$ cat src/rtl/ula_ctrl.sv
`default_nettype none
// ============================================================================
//  Module      : ula_ctrl
//  Description : Multi-cycle control unit for a small register/ALU datapath.
//                Instructions are accepted from IDLE on Run. Each one is then
//                sequenced through T1..T3. All datapath controls are a pure
//                decode of the FSM state and the latched instruction (IR).
//
//  Ports
//    Clock      in   1   system clock, rising-edge active
//    Resetn     in   1   asynchronous active-low reset
//    Run        in   1   start request, sampled only in IDLE
//    Instr      in   16  [15:12] opcode, [11:9] Rx, [8:6] Ry, [5:0] imm6
//    BusSel     out  2   00 reg RegSel, 01 G, 10 zero-extended imm6, 11 none
//    RegSel     out  N   register driven onto the bus when BusSel=00
//    Ain        out  1   load ALU A-register from the bus
//    Gin        out  1   load G-register from the ALU output
//    ALUop      out  4   ALU operation (the opcode itself, only in T2)
//    RegWr      out  1   write the bus into RegWrAddr at the next edge
//    RegWrAddr  out  N   destination register
//    Busy       out  1   an instruction is in flight (T1..T3)
//    Done       out  1   single-cycle completion pulse
//    Err        out  1   completion was an illegal opcode
//    InstrCnt   out  16  completed-instruction counter, wraps at FFFF
//
//  Revision    : 1.0  initial release
// ============================================================================
module ula_ctrl #(
    parameter int NREG_BITS = 3
) (
    input  logic                 Clock,
    input  logic                 Resetn,
    input  logic                 Run,
    input  logic [15:0]          Instr,
    output logic [1:0]           BusSel,
    output logic [NREG_BITS-1:0] RegSel,
    output logic                 Ain,
    output logic                 Gin,
    output logic [3:0]           ALUop,
    output logic                 RegWr,
    output logic [NREG_BITS-1:0] RegWrAddr,
    output logic                 Busy,
    output logic                 Done,
    output logic                 Err,
    output logic [15:0]          InstrCnt
);

    // ------------------------------------------------------------------------
    // Instruction field layout: opcode in the top nibble, then Rx, then Ry,
    // with whatever remains below Ry being the immediate.
    // ------------------------------------------------------------------------
    localparam int c_RX_LSB = 12 - NREG_BITS;
    localparam int c_RY_LSB = 12 - 2 * NREG_BITS;

    localparam logic [3:0] c_OP_MV  = 4'b0000;
    localparam logic [3:0] c_OP_MVI = 4'b0001;
    localparam logic [3:0] c_OP_ADD = 4'b0101;
    localparam logic [3:0] c_OP_SUB = 4'b0110;
    localparam logic [3:0] c_OP_OR  = 4'b0111;
    localparam logic [3:0] c_OP_SLT = 4'b1000;
    localparam logic [3:0] c_OP_SRL = 4'b1001;
    localparam logic [3:0] c_OP_SLL = 4'b1010;

    localparam logic [1:0] c_BUS_REG  = 2'b00;
    localparam logic [1:0] c_BUS_G    = 2'b01;
    localparam logic [1:0] c_BUS_IMM  = 2'b10;
    localparam logic [1:0] c_BUS_NONE = 2'b11;

    typedef enum logic [1:0] {
        S_IDLE = 2'd0,
        S_T1   = 2'd1,
        S_T2   = 2'd2,
        S_T3   = 2'd3
    } state_t;

    // ------------------------------------------------------------------------
    // State
    // ------------------------------------------------------------------------
    state_t      state_q, state_d;
    logic [15:0] ir_q, ir_d;
    logic [15:0] instr_cnt_q, instr_cnt_d;

    // ------------------------------------------------------------------------
    // IR field decode
    // ------------------------------------------------------------------------
    logic [3:0]           w_opcode;
    logic [NREG_BITS-1:0] w_rx;
    logic [NREG_BITS-1:0] w_ry;
    logic                 w_is_alu;
    logic                 w_ir_imm_unused;

    assign w_opcode = ir_q[15:12];
    assign w_rx     = ir_q[c_RX_LSB +: NREG_BITS];
    assign w_ry     = ir_q[c_RY_LSB +: NREG_BITS];

    // The immediate is routed to the bus by the datapath directly; the
    // controller only selects it, so those IR bits are not decoded here.
    assign w_ir_imm_unused = &{1'b0, ir_q[c_RY_LSB-1:0]};

    always_comb begin
        w_is_alu = 1'b0;
        case (w_opcode)
            c_OP_ADD, c_OP_SUB, c_OP_OR,
            c_OP_SLT, c_OP_SRL, c_OP_SLL: w_is_alu = 1'b1;
            default:                      w_is_alu = 1'b0;
        endcase
    end

    // ------------------------------------------------------------------------
    // State register. Reset is asynchronous so that every output, being a
    // decode of state_q, returns to its idle value without a clock edge.
    // ------------------------------------------------------------------------
    always_ff @(posedge Clock or negedge Resetn) begin
        if (!Resetn) begin
            state_q     <= S_IDLE;
            ir_q        <= 16'h0000;
            instr_cnt_q <= 16'h0000;
        end else begin
            state_q     <= state_d;
            ir_q        <= ir_d;
            instr_cnt_q <= instr_cnt_d;
        end
    end

    // ------------------------------------------------------------------------
    // Next-state and output decode. Only IDLE looks at Run/Instr; in every
    // other state the outputs depend on state_q and ir_q alone.
    // ------------------------------------------------------------------------
    always_comb begin
        state_d   = state_q;
        ir_d      = ir_q;
        BusSel    = c_BUS_NONE;
        RegSel    = '0;
        Ain       = 1'b0;
        Gin       = 1'b0;
        ALUop     = 4'b0000;
        RegWr     = 1'b0;
        RegWrAddr = '0;
        Busy      = 1'b0;
        Done      = 1'b0;
        Err       = 1'b0;

        case (state_q)
            S_IDLE: begin
                if (Run) begin
                    ir_d    = Instr;
                    state_d = S_T1;
                end
            end

            S_T1: begin
                Busy = 1'b1;
                if (w_opcode == c_OP_MV) begin
                    BusSel    = c_BUS_REG;
                    RegSel    = w_ry;
                    RegWr     = 1'b1;
                    RegWrAddr = w_rx;
                    Done      = 1'b1;
                    state_d   = S_IDLE;
                end else if (w_opcode == c_OP_MVI) begin
                    BusSel    = c_BUS_IMM;
                    RegWr     = 1'b1;
                    RegWrAddr = w_rx;
                    Done      = 1'b1;
                    state_d   = S_IDLE;
                end else if (w_is_alu) begin
                    BusSel  = c_BUS_REG;
                    RegSel  = w_rx;
                    Ain     = 1'b1;
                    state_d = S_T2;
                end else begin
                    // Illegal opcode: retire with an error, touch nothing.
                    Done    = 1'b1;
                    Err     = 1'b1;
                    state_d = S_IDLE;
                end
            end

            S_T2: begin
                Busy = 1'b1;
                if (w_is_alu) begin
                    BusSel  = c_BUS_REG;
                    RegSel  = w_ry;
                    ALUop   = w_opcode;
                    Gin     = 1'b1;
                    state_d = S_T3;
                end else begin
                    state_d = S_IDLE;
                end
            end

            S_T3: begin
                Busy = 1'b1;
                if (w_is_alu) begin
                    BusSel    = c_BUS_G;
                    RegWr     = 1'b1;
                    RegWrAddr = w_rx;
                    Done      = 1'b1;
                end
                state_d = S_IDLE;
            end

            default: begin
                state_d = S_IDLE;
            end
        endcase
    end

    // Counts on the edge that leaves a Done cycle; natural 16-bit wrap.
    assign instr_cnt_d = instr_cnt_q + {15'd0, Done};
    assign InstrCnt    = instr_cnt_q;

endmodule
`default_nettype wire

$ cat config.mk
export PLATFORM = sky130hd
export DESIGN_NAME = ula_ctrl
export DESIGN_NICKNAME = d
export VERILOG_FILES = /design/src/rtl/ula_ctrl.sv
export SDC_FILE = /design/constraint.sdc
export NUM_CORES = 1
export LEC_CHECK = 0
export ABC_AREA = 1
export CORE_MARGIN = 1
export CORE_UTILIZATION = 30
export DETAILED_ROUTE_END_ITERATION = 16
export PLACE_DENSITY = 0.6
export SLEW_MARGIN = 20
export SYNTH_ARGS = -nofsm -noshare
export SYNTH_HDL_FRONTEND = slang
export SYNTH_SLANG_ARGS = --single-unit
$ cat constraint.sdc
create_clock -name Clock -period 2.3 [get_ports Clock]
set_input_delay 0.23 -clock Clock [delete_from_list [all_inputs] [get_ports Clock]]
set_output_delay 0.23 -clock Clock [all_outputs]
set_load 0.03 [all_outputs]
After elaboration in Yosys (flattened, before gate mapping)
Index checks and enable logic that the tools add are counted.
- register bits: 34
- input bits: 19
- logic and storage cells: 58
- add/subtract/negate cells: 1
- eq/ne operators: 11
- mux-type cells: 38
- reductions and logical operators: 5
- operator list (kind ; count):
    $mux W2 ; 9
    $mux W3 ; 6
    $add A16 B1 Y16 ; 1
    $mux W1 ; 15
    $eq A4 B3 Y1 const B ; 3
    $eq A4 B4 Y1 const B ; 3
    $pmux W3 S2 ; 2
    $mux W4 ; 2
    $pmux W2 S4 ; 1
    $pmux W2 S3 ; 1
    $reduce_or A6 Y1 ; 1
    $eq A2 B2 Y1 const B ; 2
    $eq A4 B1 Y1 const B ; 1
    $logic_not A4 Y1 ; 1
    $pmux W1 S2 ; 2
    $reduce_or A3 Y1 ; 1
    $eq A2 B1 Y1 const B ; 1
    $logic_not A2 Y1 ; 1
    $ne A2 B2 Y1 const B ; 1
    $reduce_and A2 Y1 ; 1

Longest topological paths before layout
Gate-level depths: netlist of run 1.
- word-level depth: 8
- depth in mapped cells: 14

Worst setup path after synthesis of run 1
No wires, ideal clock.
- path type: register -> register
- from: reg ir_q[15]
- to: reg instr_cnt_q[10], in the netlist InstrCnt[10]
- setup time: 134 ps
- arrival: 2448 ps
- required time: 2166 ps
- path slack: -282 ps
- cell stages (with the launch flop): 12
- period minus slack after synthesis: 2582 ps
- cells stage by stage: dfrtp_1 -> inv_1 -> o21ai_0 -> nand2_1 -> nand2_2 -> o21ai_0 -> ha_1 -> ha_1 -> nand2_1 -> nor2_4 -> nand3_2 -> xnor2_1
- longest elaborated chain between the ends: 8
- ends and longest elaborated chain (item ; RTL line ; text):
    from (decl) ; 80 ; logic [15:0] ir_q, ir_d;
    from (signal assigned) ; 120 ; ir_q <= ir_d;
    $eq A4 B3 Y1 / $eq A4 B4 Y1 (equally long branches) ; 102 ; case (w_opcode)
    $reduce_or A6 Y1 ; 102 ;
    $mux W1 ; 102 ;
    $mux W1 ; 166 ; end else if (w_is_alu) begin
    $mux W1 ; 160 ; end else if (w_opcode == c_OP_MVI) begin
    $mux W1 ; 153 ; if (w_opcode == c_OP_MV) begin
    $pmux W1 S2 * ; 143 ; case (state_q)
    net Done ; 43 ; output logic Done,
    $add A16 B1 Y16 * ; 210 ; assign instr_cnt_d = instr_cnt_q + {15'd0, Done};
    net instr_cnt_d[10] ; 81 ; logic [15:0] instr_cnt_q, instr_cnt_d;
    to (signal assigned) ; 121 ; instr_cnt_q <= instr_cnt_d;
    to (decl) ; 81 ;
Mark *: on every way through the listed nets, which the timed path passes. The rest lies on a longest branch.
A chain may end at the register's enable or synchronous reset.

Final worst setup path of run 1
- from: reg state_q[1]
- to: out RegWrAddr[1]
- longest elaborated chain between the ends: 2
- ends and longest elaborated chain (item ; RTL line ; text):
    from (decl) ; 79 ; state_t state_q, state_d;
    from (signal assigned) ; 119 ; state_q <= state_d;
    $eq A2 B2 Y1 / $eq A2 B1 Y1 (equally long branches) ; 143 ;
    $pmux W3 S2 * ; 143 ;
    to (decl) ; 41 ; output logic [NREG_BITS-1:0] RegWrAddr,
Every way passes the cells marked *; elsewhere a longest branch is shown, timed or not.

==> results of run 1 <==
==> registers in the layout (all words and copies together) (netlist names) <==
name      cells
ir_q         10
InstrCnt     16
state_q       2
==> critical path, stage by stage (launching register included) <==
cell and delay [ns]:
dfrtp_1 0.42, inv_1 0.12, ha_1 0.22, inv_1 0.11, o22ai_2 0.19, inv_1 0.10, nor2_1 0.09, clkdlybuf4s15_1 0.37
==> synth_stat cells <==
cell / count / area, um2
inv_2: 1 / 3.75
a21oi_1: 12 / 60.1
nor2_1: 22 / 82.6
nand3_2: 5 / 50.1
inv_1: 23 / 86.3
nand2_1: 29 / 109
a22oi_1: 1 / 7.51
mux2_2: 3 / 33.8
dfrtp_1: 28 / 701
ha_1: 7 / 87.6
nor2_2: 2 / 12.5
nand3_1: 4 / 20.0
o21ai_1: 1 / 5.00
xnor2_1: 7 / 61.3
o22ai_2: 1 / 12.5
nor2_4: 4 / 45.0
o211ai_1: 1 / 7.51
nand2_2: 1 / 6.26
nand3b_1: 1 / 7.51
o21ai_0: 4 / 20.0
nand3_4: 1 / 17.5
xor2_1: 4 / 35.0
buf_2: 1 / 5.00
==> layout make-up <==
type	count	share of cell area [%]
flip-flops and latches	28	33.5
repair buffers	49	22.7
well taps	67	4.01
multi-input cells	110	32.9
clock buffers	4	2.63
inverters	24	4.31
==> cell usage in the layout, fill, tap and decap left out <==
cell,n
nand2_1,29
clkdlybuf4s50_1,29
dfrtp_1,28
inv_1,23
nor2_1,22
a21oi_1,12
dlymetal6s2s_1,8
xnor2_1,7
ha_1,6
nand3_2,5
clkbuf_2,5
nor2_4,4
xor2_1,4
nand3_1,4
clkbuf_8,4
o21ai_0,3
mux2_2,3
dlygate4sd2_1,3
buf_4,3
nor2_2,2
nand2_2,1
o21ai_2,1
inv_2,1
nand3_4,1
nand3b_1,1
o211ai_1,1
o22ai_2,1
o21ai_1,1
a22oi_1,1
ha_2,1
clkdlybuf4s15_1,1
==> metrics by stage <==
stage | setup WS, ns | hold slack [ns] | std cells
finish | 0.192 | 0.343 | 282
global route | 0.00232 | 0.358 | 282
CTS | 0.00631 | 0.348 | 282
detailed placement | 0.141 | 0.486 | 278
global placement | 0.142 | 0.487 | 278
floorplan | 0.000358 | -0.0656 | 163
==> power groups by stage <==
stage	Sequential (mW)	Combinational, mW	Clock (mW)
6_report	0.765	1.24	0.292
5_1_grt	0.784	1.36	0.336
4_1_cts	0.766	1.26	0.308
3_5_place_dp	0.777	1.30	0
3_3_place_gp	0.773	1.29	0
2_1_floorplan	0.848	0.737	0
==> cells by family (layout without fill, tap and decap cells) <==
family                   count (synthesis)  in the layout  synth area share [%]
AND/OR/NAND/NOR                         69             69                  23.7
flip-flops                              28             28                  47.5
multiplexers                             3              3                  2.29
adder cells (fa/ha/maj)                  7              7                  5.93
AO/OA/AOI/OAI                           20             20                  7.63
XOR/XNOR                                11             11                  6.53
buffers and inverters                   25             77                  6.44
==> layer usage <==
layer  share of wire [%]  track usage (%)
met1                  48             16.3
met2                  46             20.1
met3                 5.4             1.81
met4                   0             3.27
met5                   0                0
==> final timing paths <==
path | endpoint | cells past startpoint | slack, ns
setup / recovery | RegWrAddr[1] | 7 | 0.19
hold / removal | state_q[1] | 2 | 0.34
setup reg to reg | InstrCnt[13] | 13 | 0.20
hold reg to reg | InstrCnt[14] | 1 | 0.50
max in group asynchronous | InstrCnt[5] | 2 | 1.69
min in group Clock | InstrCnt[14] | 1 | 0.50
==> what timing repair did <==
| action | in CTS | in global routing |
|---|---|---|
| gates resized for setup | 9 | 21 |
| pin swaps | 0 | 0 |
| endpoints found under the setup margin | 9 | 20 |
==> results.cfg, run 1 <==
[outcome]
status = complete, no violations

[setup_path]
crit_type = flip-flop to output port
arrival_ns = 1.88
path_max_fanout = 4
timing.rr.start = ir_q[12]
cp-start-kind = flip-flop
cp-end-kind = output port
startpoint = state_q[1]
required_ns = 2.07

[die]
dieArea_um2 = 5210
die_y_um = 72.2
initial_core_util_pct = 31.3
io_pins = 53
core-area_um2 = 4720
die_width_um = 72.2
row_count = 25

[global_routing]
grt_pass1_vias = 1091
antenna_found_initial = 0
grt-ovfl-total = 0
gr-usage-all-layers_pct = 12.1
grt_max_degree = 29
grt_pass1_wl_mm = 4.95

[clock_network]
clk_pin_slew_ns = 0.09
h-tree-depth = 1
cts_tree = built
ctsHoldBuffers = 0
cts_setup_buffers = 0
cts-root-buf = clkbuf_8
clk-insertion-delay-late_ns = 0.26
cts.sinks = 28
clk_path_buf_depth = 2
cts_buffers = 3

[detailed_routing]
viasPerCell = 4.23
ant_nets = 0
num_vias = 1194
wl_mm = 3.03
wire_per_inst_um = 10.7
drt_iter0_drc = 28
first_pass_iters = 4
drc = 0

[power]
leakagePower_nw = 1.09
combPwrFrac_pct = 54.1
p_clk_share_pct = 12.7
p_seq_share_pct = 33.2
powerDensity_nw_per_um2 = 1100
swShare_pct = 45.4
p_int_mw = 1.26
ir_worst_vdd_mv = 0.430
power_switching_mw = 1.04
p_total_mw = 2.30

[job]
cap_violations = 0

[sta]
worst_pin_slew_ns = 0.560
relSlewSlack_pct = 62.6
setup_violations = 0
max_freq_ghz = 0.474
period_needed_ns = 2.11
slew_viol_final = 0
rsz0062_at_grt = false
hold_violations = 0
clock_skew_ns = 0.00195
setup_tns_ns = 0
period_share_pct = 91.7

[yosys]
synth_cells = 163
syn_nets = 189
ys_ff_latch = 28
synth.distinct_cells = 23
ys_seq_area_share_pct = 47.5
syn-cell-area_um2 = 1480
syn-mean-instance-area_um2 = 9.06
yosysWarnings = 0

[place]
hpwl_mm = 2.37
place_congestion = 0.811
placed_area_um2 = 2040
io_buffers = 46

[layout]
final_util_pct = 44.3
ff_latch_area_um2 = 701
drive_gt1_share_pct = 14.9
final_nets = 242
multi_input_area_um2 = 687
final_cell_area_um2 = 2090
area_growth_pct = 41.6
fill_cells = 479
diodes = 0

[min_path]
hold_path.class = input port to async pin
Note: power is estimated with default switching activity, not from simulation.
==> run 2, diff against run 1 <==
--- a/config.mk
+++ b/config.mk
@@ -5,8 +5,6 @@
 export SDC_FILE = /design/constraint.sdc
 export NUM_CORES = 1
 export LEC_CHECK = 0
-export ABC_AREA = 1
-export CORE_MARGIN = 1
 export CORE_UTILIZATION = 30
 export DETAILED_ROUTE_END_ITERATION = 16
 export PLACE_DENSITY = 0.6
==> results.cfg, run 2 <==
[detailed_routing]
routed.top_layer = met4
met2_length_mm = 1.85
ant_nets = 0
first_pass_iters = 4
wire_per_inst_um = 13.6
drc = 0
met1_length_mm = 1.65
viasPerCell = 4.78
wl_mm = 3.71
num_vias = 1305
met3_wirelength_um = 194
drt_iter0_drc = 34

[clock_network]
cts-root-buf = clkbuf_8
cts.sinks = 28
clk-insertion-delay-late_ns = 0.27
h-tree-depth = 1
cts_tree = built
cts_buffers = 3
clk_path_buf_depth = 2
ctsHoldBuffers = 0
clk_pin_slew_ns = 0.10

[setup_path]
worst-path-buf-inv = 3
cp_common_cell = buf_6
cp-end-kind = output port
cp_slowest_cell = or4b_4
required_ns = 2.07
cp-start-kind = flip-flop
critical-path-top-delay-family = simple AND/OR/NAND/NOR gates
path_max_fanout = 3
slowest_delay_ns = 0.46
startpoint = state_q[1]
cp_cell_sequence = inv_2 -> ha_4 -> buf_6 -> or4b_4 -> o2111ai_4 -> nand3_2 -> a21boi_2 -> buf_6
timing.rr.start = ir_q[12]
arrival_ns = 2.00
crit_type = flip-flop to output port

[sta]
relSlewSlack_pct = 71.5
slew_viol_final = 0
period_needed_ns = 2.23
rsz0062_at_grt = true
period_share_pct = 97.1
worst_pin_slew_ns = 0.426
clock_skew_ns = 0.00474
max_freq_ghz = 0.448
hold_slack_ns = 0.334
setup_violations = 0
hold_violations = 0

[yosys]
syn_nets = 171
synth-edff-count = 0
synthTopCellsByArea = dfrtp_1 (45%), mux2_2 (8.7%), ha_1 (5.7%)
yosys.area.top_type = dfrtp_1
ys_seq_area_share_pct = 45.3
yosysMostFrequentCell = dfrtp_1
synth.distinct_cells = 33
yosysWarnings = 0
synth_top_area_share_pct = 45.3
synth_cells = 145
synth-async-reset-ratio_pct = 100
synthTopCellsByCount = dfrtp_1 (28), nand3_1 (13), mux2_2 (12), xnor2_1 (9), nand2_1 (8)
syn-cell-area_um2 = 1550
syn-mean-instance-area_um2 = 10.7
ys_ff_latch = 28
synth_ff_type = dfrtp_1

[layout]
final_cell_mix = clkdlybuf4s50_1 (29), dfrtp_1 (27), buf_4 (21)
diodes = 0
fill_cells = 479
largest_reg_flops = 16
layout.cells.most_common = clkdlybuf4s50_1
fin_cells = 273
final_cell_area_um2 = 2310
final_nets = 233
area_growth_pct = 49.2
drive_gt1_share_pct = 26.7
final_util_pct = 47.6

[global_routing]
grt-ovfl-total = 0
gr-usage-all-layers_pct = 14.2
grt_pass1_vias = 1271
antenna_found_initial = 0
grt_pass1_wl_mm = 5.93
grt_max_degree = 29

[power]
ir_worst_vdd_mv = 0.532
leakagePower_nw = 1.04
p_total_mw = 3.23
powerDensity_nw_per_um2 = 1400

[die]
die_y_um = 73.8
initial_core_util_pct = 31.9
core-area_um2 = 4850
dieArea_um2 = 5450
io_pins = 53
die_width_um = 73.8
row_count = 25

[min_path]
hold_path.class = input port to async pin

[place]
placed_area_um2 = 2140
io_buffers = 46
hpwl_mm = 2.79
place_congestion = 0.807
dp.cells = 265

[outcome]
status = complete, no violations

[job]
cap_violations = 0
run 2: cell types whose count changed after synthesis, sizes merged, moves of 4 or more:
cell    before  now
inv         24    6
a21boi       0    5
mux2         3   12
buf          1    5
nand2       30    8
nor2        28    4
nand4        0    4
and3         0    7
a21oi       12    4
and2         0    5
run 2: final timing paths:
kind / end / slack, ns / cells past startpoint
max reg2reg: InstrCnt[10] / 0.12 / 8
min reg2reg: InstrCnt[15] / 0.47 / 1
min: InstrCnt[14] / 0.33 / 2
min in group Clock: InstrCnt[15] / 0.47 / 1
max in group asynchronous: state_q[0] / 1.68 / 2
max: RegSel[2] / 0.07 / 8
run 2: layout make-up:
class                      count  area [um2]  area share, %
sequential                    28         702           30.4
timing repair buffer          63         577           25.0
inverter                       6        22.5          0.976
tap                           67        83.8           3.63
multi-input combinational    105         852           36.9
clock inverter                 1        30.0           1.30
clock buffer                   3        41.3           1.79
run 2: timing repair:
item                       CTS  global route
setup endpoints to repair   15            13
pin swaps                    0             5
buffers inserted             1             3
hold endpoints to repair     0             0
gates resized for setup     15            15
run 2: power breakdown:
group / total (mW) / internal (mW) / switching (mW)
logic: 2.05 / 0.949 / 1.10
registers: 0.794 / 0.653 / 0.141
clock network: 0.386 / 0.233 / 0.153
total: 3.23 / 1.84 / 1.40
run 2: per-layer routing:
metal / global-route usage (%) / up-vias
met2: 25.1 / 35
li1: - / 633
met1: 17.3 / 635
met5: 0 / -
met4: 4.27 / 0
met3: 3.02 / 2
run 2: worst reg2reg max path: stages, from the launching register on:
cell	delay, ns
dfrtp_1	0.43
o21ba_2	0.24
mux2_2	0.30
mux2_4	0.32
ha_2	0.21
ha_1	0.20
and3_4	0.19
nand4_1	0.10
xnor2_1	0.12
run 2: through the flow:
step	TNS [ns]	setup WS, ns
2_1_floorplan	0	0.0343
3_3_place_gp	0	0.115
3_5_place_dp	0	0.0962
4_1_cts	0	0.000000222
5_1_grt	-0.0756	-0.0269
6_report	0	0.0678
run 2: cells by family (layout without fill, tap and decap cells):
family | Yosys count | in the layout | share of synthesized area (%)
mux | 13 | 13 | 9.38
fa+ha+maj | 7 | 7 | 5.66
simple gates | 51 | 51 | 18.3
xor+xnor | 14 | 14 | 7.92
compound gates | 20 | 20 | 9.38
flops | 28 | 28 | 45.3
buf+inv | 12 | 73 | 4.12
==> run 3, diff against run 2 <==
--- a/config.mk
+++ b/config.mk
@@ -5,8 +5,10 @@
 export SDC_FILE = /design/constraint.sdc
 export NUM_CORES = 1
 export LEC_CHECK = 0
+export CORE_MARGIN = 2
 export CORE_UTILIZATION = 30
 export DETAILED_ROUTE_END_ITERATION = 16
+export GPL_ROUTABILITY_DRIVEN = 0
 export PLACE_DENSITY = 0.6
 export SLEW_MARGIN = 20
 export SYNTH_ARGS = -nofsm -noshare
==> results.cfg, run 3 (synthesized netlist as in run 2, its figures left out) <==
[sta]
period_share_pct = 96.6
period_needed_ns = 2.22
finalWorstSetupSlack_ns = 0.0776
setup_tns_ns = 0
worst_pin_slew_ns = 0.446
relSlewSlack_pct = 70.2
hold_slack_ns = 0.324
setup_violations = 0
clock_skew_ns = 0.00648
max_freq_ghz = 0.450
slew_viol_final = 0
hold_violations = 0

[clock_network]
clk_path_buf_depth = 2
cts.sinks = 28
cts-root-buf = clkbuf_8
cts_buffers = 3
clk_pin_slew_ns = 0.10
h-tree-depth = 1
clk-insertion-delay-late_ns = 0.28
cts_tree = built

[layout]
largest_reg_flops = 16
final_cell_mix = clkdlybuf4s50_1 (29), dfrtp_1 (27), buf_4 (17)
fin_cells = 272
final_nets = 229
drive_gt1_share_pct = 26.2
multi_input_area_um2 = 847
final_cell_area_um2 = 2270
ff_latch_area_um2 = 702
layout.cells.most_common = clkdlybuf4s50_1
diodes = 0
final_util_pct = 45.1
fill_cells = 505
area_growth_pct = 46.8

[detailed_routing]
drt_iter0_drc = 42
wire_per_inst_um = 13.1
num_vias = 1271
drc = 0
wl_mm = 3.56
ant_nets = 0
first_pass_iters = 4
viasPerCell = 4.67

[global_routing]
antenna_found_initial = 0
grt-ovfl-total = 0
gr-usage-all-layers_pct = 12.8
grt_pass1_vias = 1267
grt_pass1_wl_mm = 5.64
grt_max_degree = 29

[min_path]
hold_path.class = input port to async pin

[setup_path]
path_max_fanout = 6
crit_type = flip-flop to output port
cp_slowest_cell = or4b_4
arrival_ns = 1.99
required_ns = 2.07
slowest_delay_ns = 0.47
cp-start-kind = flip-flop
cp_cell_sequence = inv_2 -> ha_4 -> or4b_4 -> o2111ai_4 -> nand3_1 -> a21boi_2 -> buf_6
cp-end-kind = output port

[job]
cap_violations = 0

[power]
p_total_mw = 3.16
powerDensity_nw_per_um2 = 1390
ir_worst_vdd_mv = 0.695
leakagePower_nw = 1.02

[outcome]
status = complete, no violations

[place]
placed_area_um2 = 2130
dp_slack_ns = 0.0800
io_buffers = 46
dp.cells = 266
hpwl_mm = 2.65

[die]
io_pins = 53
die_y_um = 75.8
row_count = 26
core-area_um2 = 5040
initial_core_util_pct = 30.7
die_width_um = 75.8
dieArea_um2 = 5750
-- run 3: area by class of cell --
| type | count | area share (%) |
|---|---|---|
| Clock buffer | 3 | 1.82 |
| Clock inverter | 1 | 1.32 |
| Inverter | 6 | 0.991 |
| Multi-Input combinational cell | 105 | 37.3 |
| Sequential cell | 28 | 30.9 |
| Tap cell | 70 | 3.85 |
| Timing Repair Buffer | 59 | 23.8 |
-- run 3: critical path, delay by kind of cell (launching register included) --
| family | cells | cell delay, ns |
|---|---|---|
| and+or+nand+nor | 2 | 0.60 |
| DFF | 1 | 0.43 |
| AOI/OAI and AO/OA | 2 | 0.27 |
| buffers and inverters | 2 | 0.25 |
| adders and majority gates | 1 | 0.16 |
-- run 3: power by group --
part	internal, mW	total [mW]	switching, mW	leakage [nW]
Sequential	0.653	0.802	0.149	0.355
Combinational	0.897	1.97	1.08	0.632
Clock	0.233	0.386	0.153	0.0357
Total	1.78	3.16	1.38	1.02
-- run 3: layer usage --
metal	vias to the layer above	part of all wire [%]	GRT usage, %
met5	-	0	0
met4	0	1.2	4.29
met3	5	8.5	4.63
met2	33	48	21.1
met1	611	42	15.4
li1	622	-	-
-- run 3: repair_timing --
| item | in CTS | in global routing |
|---|---|---|
| pin swaps | 0 | 5 |
| gates resized for setup | 15 | 19 |
| buffers inserted | 0 | 2 |
| setup endpoints to repair | 15 | 13 |
| hold buffers | 0 | 0 |
-- run 3: worst paths after layout --
| check | end | cells past startpoint | start | slack (ns) |
|---|---|---|---|---|
| max | RegSel[1] | 7 | state_q[1] | 0.08 |
| max reg2reg | InstrCnt[10] | 8 | ir_q[13] | 0.11 |
| min | InstrCnt[15] | 2 | Resetn | 0.32 |
| max in group asynchronous | state_q[0] | 2 | Resetn | 1.68 |
| min reg2reg | InstrCnt[15] | 1 | InstrCnt[15] | 0.48 |
| min in group Clock | InstrCnt[15] | 1 | InstrCnt[15] | 0.48 |
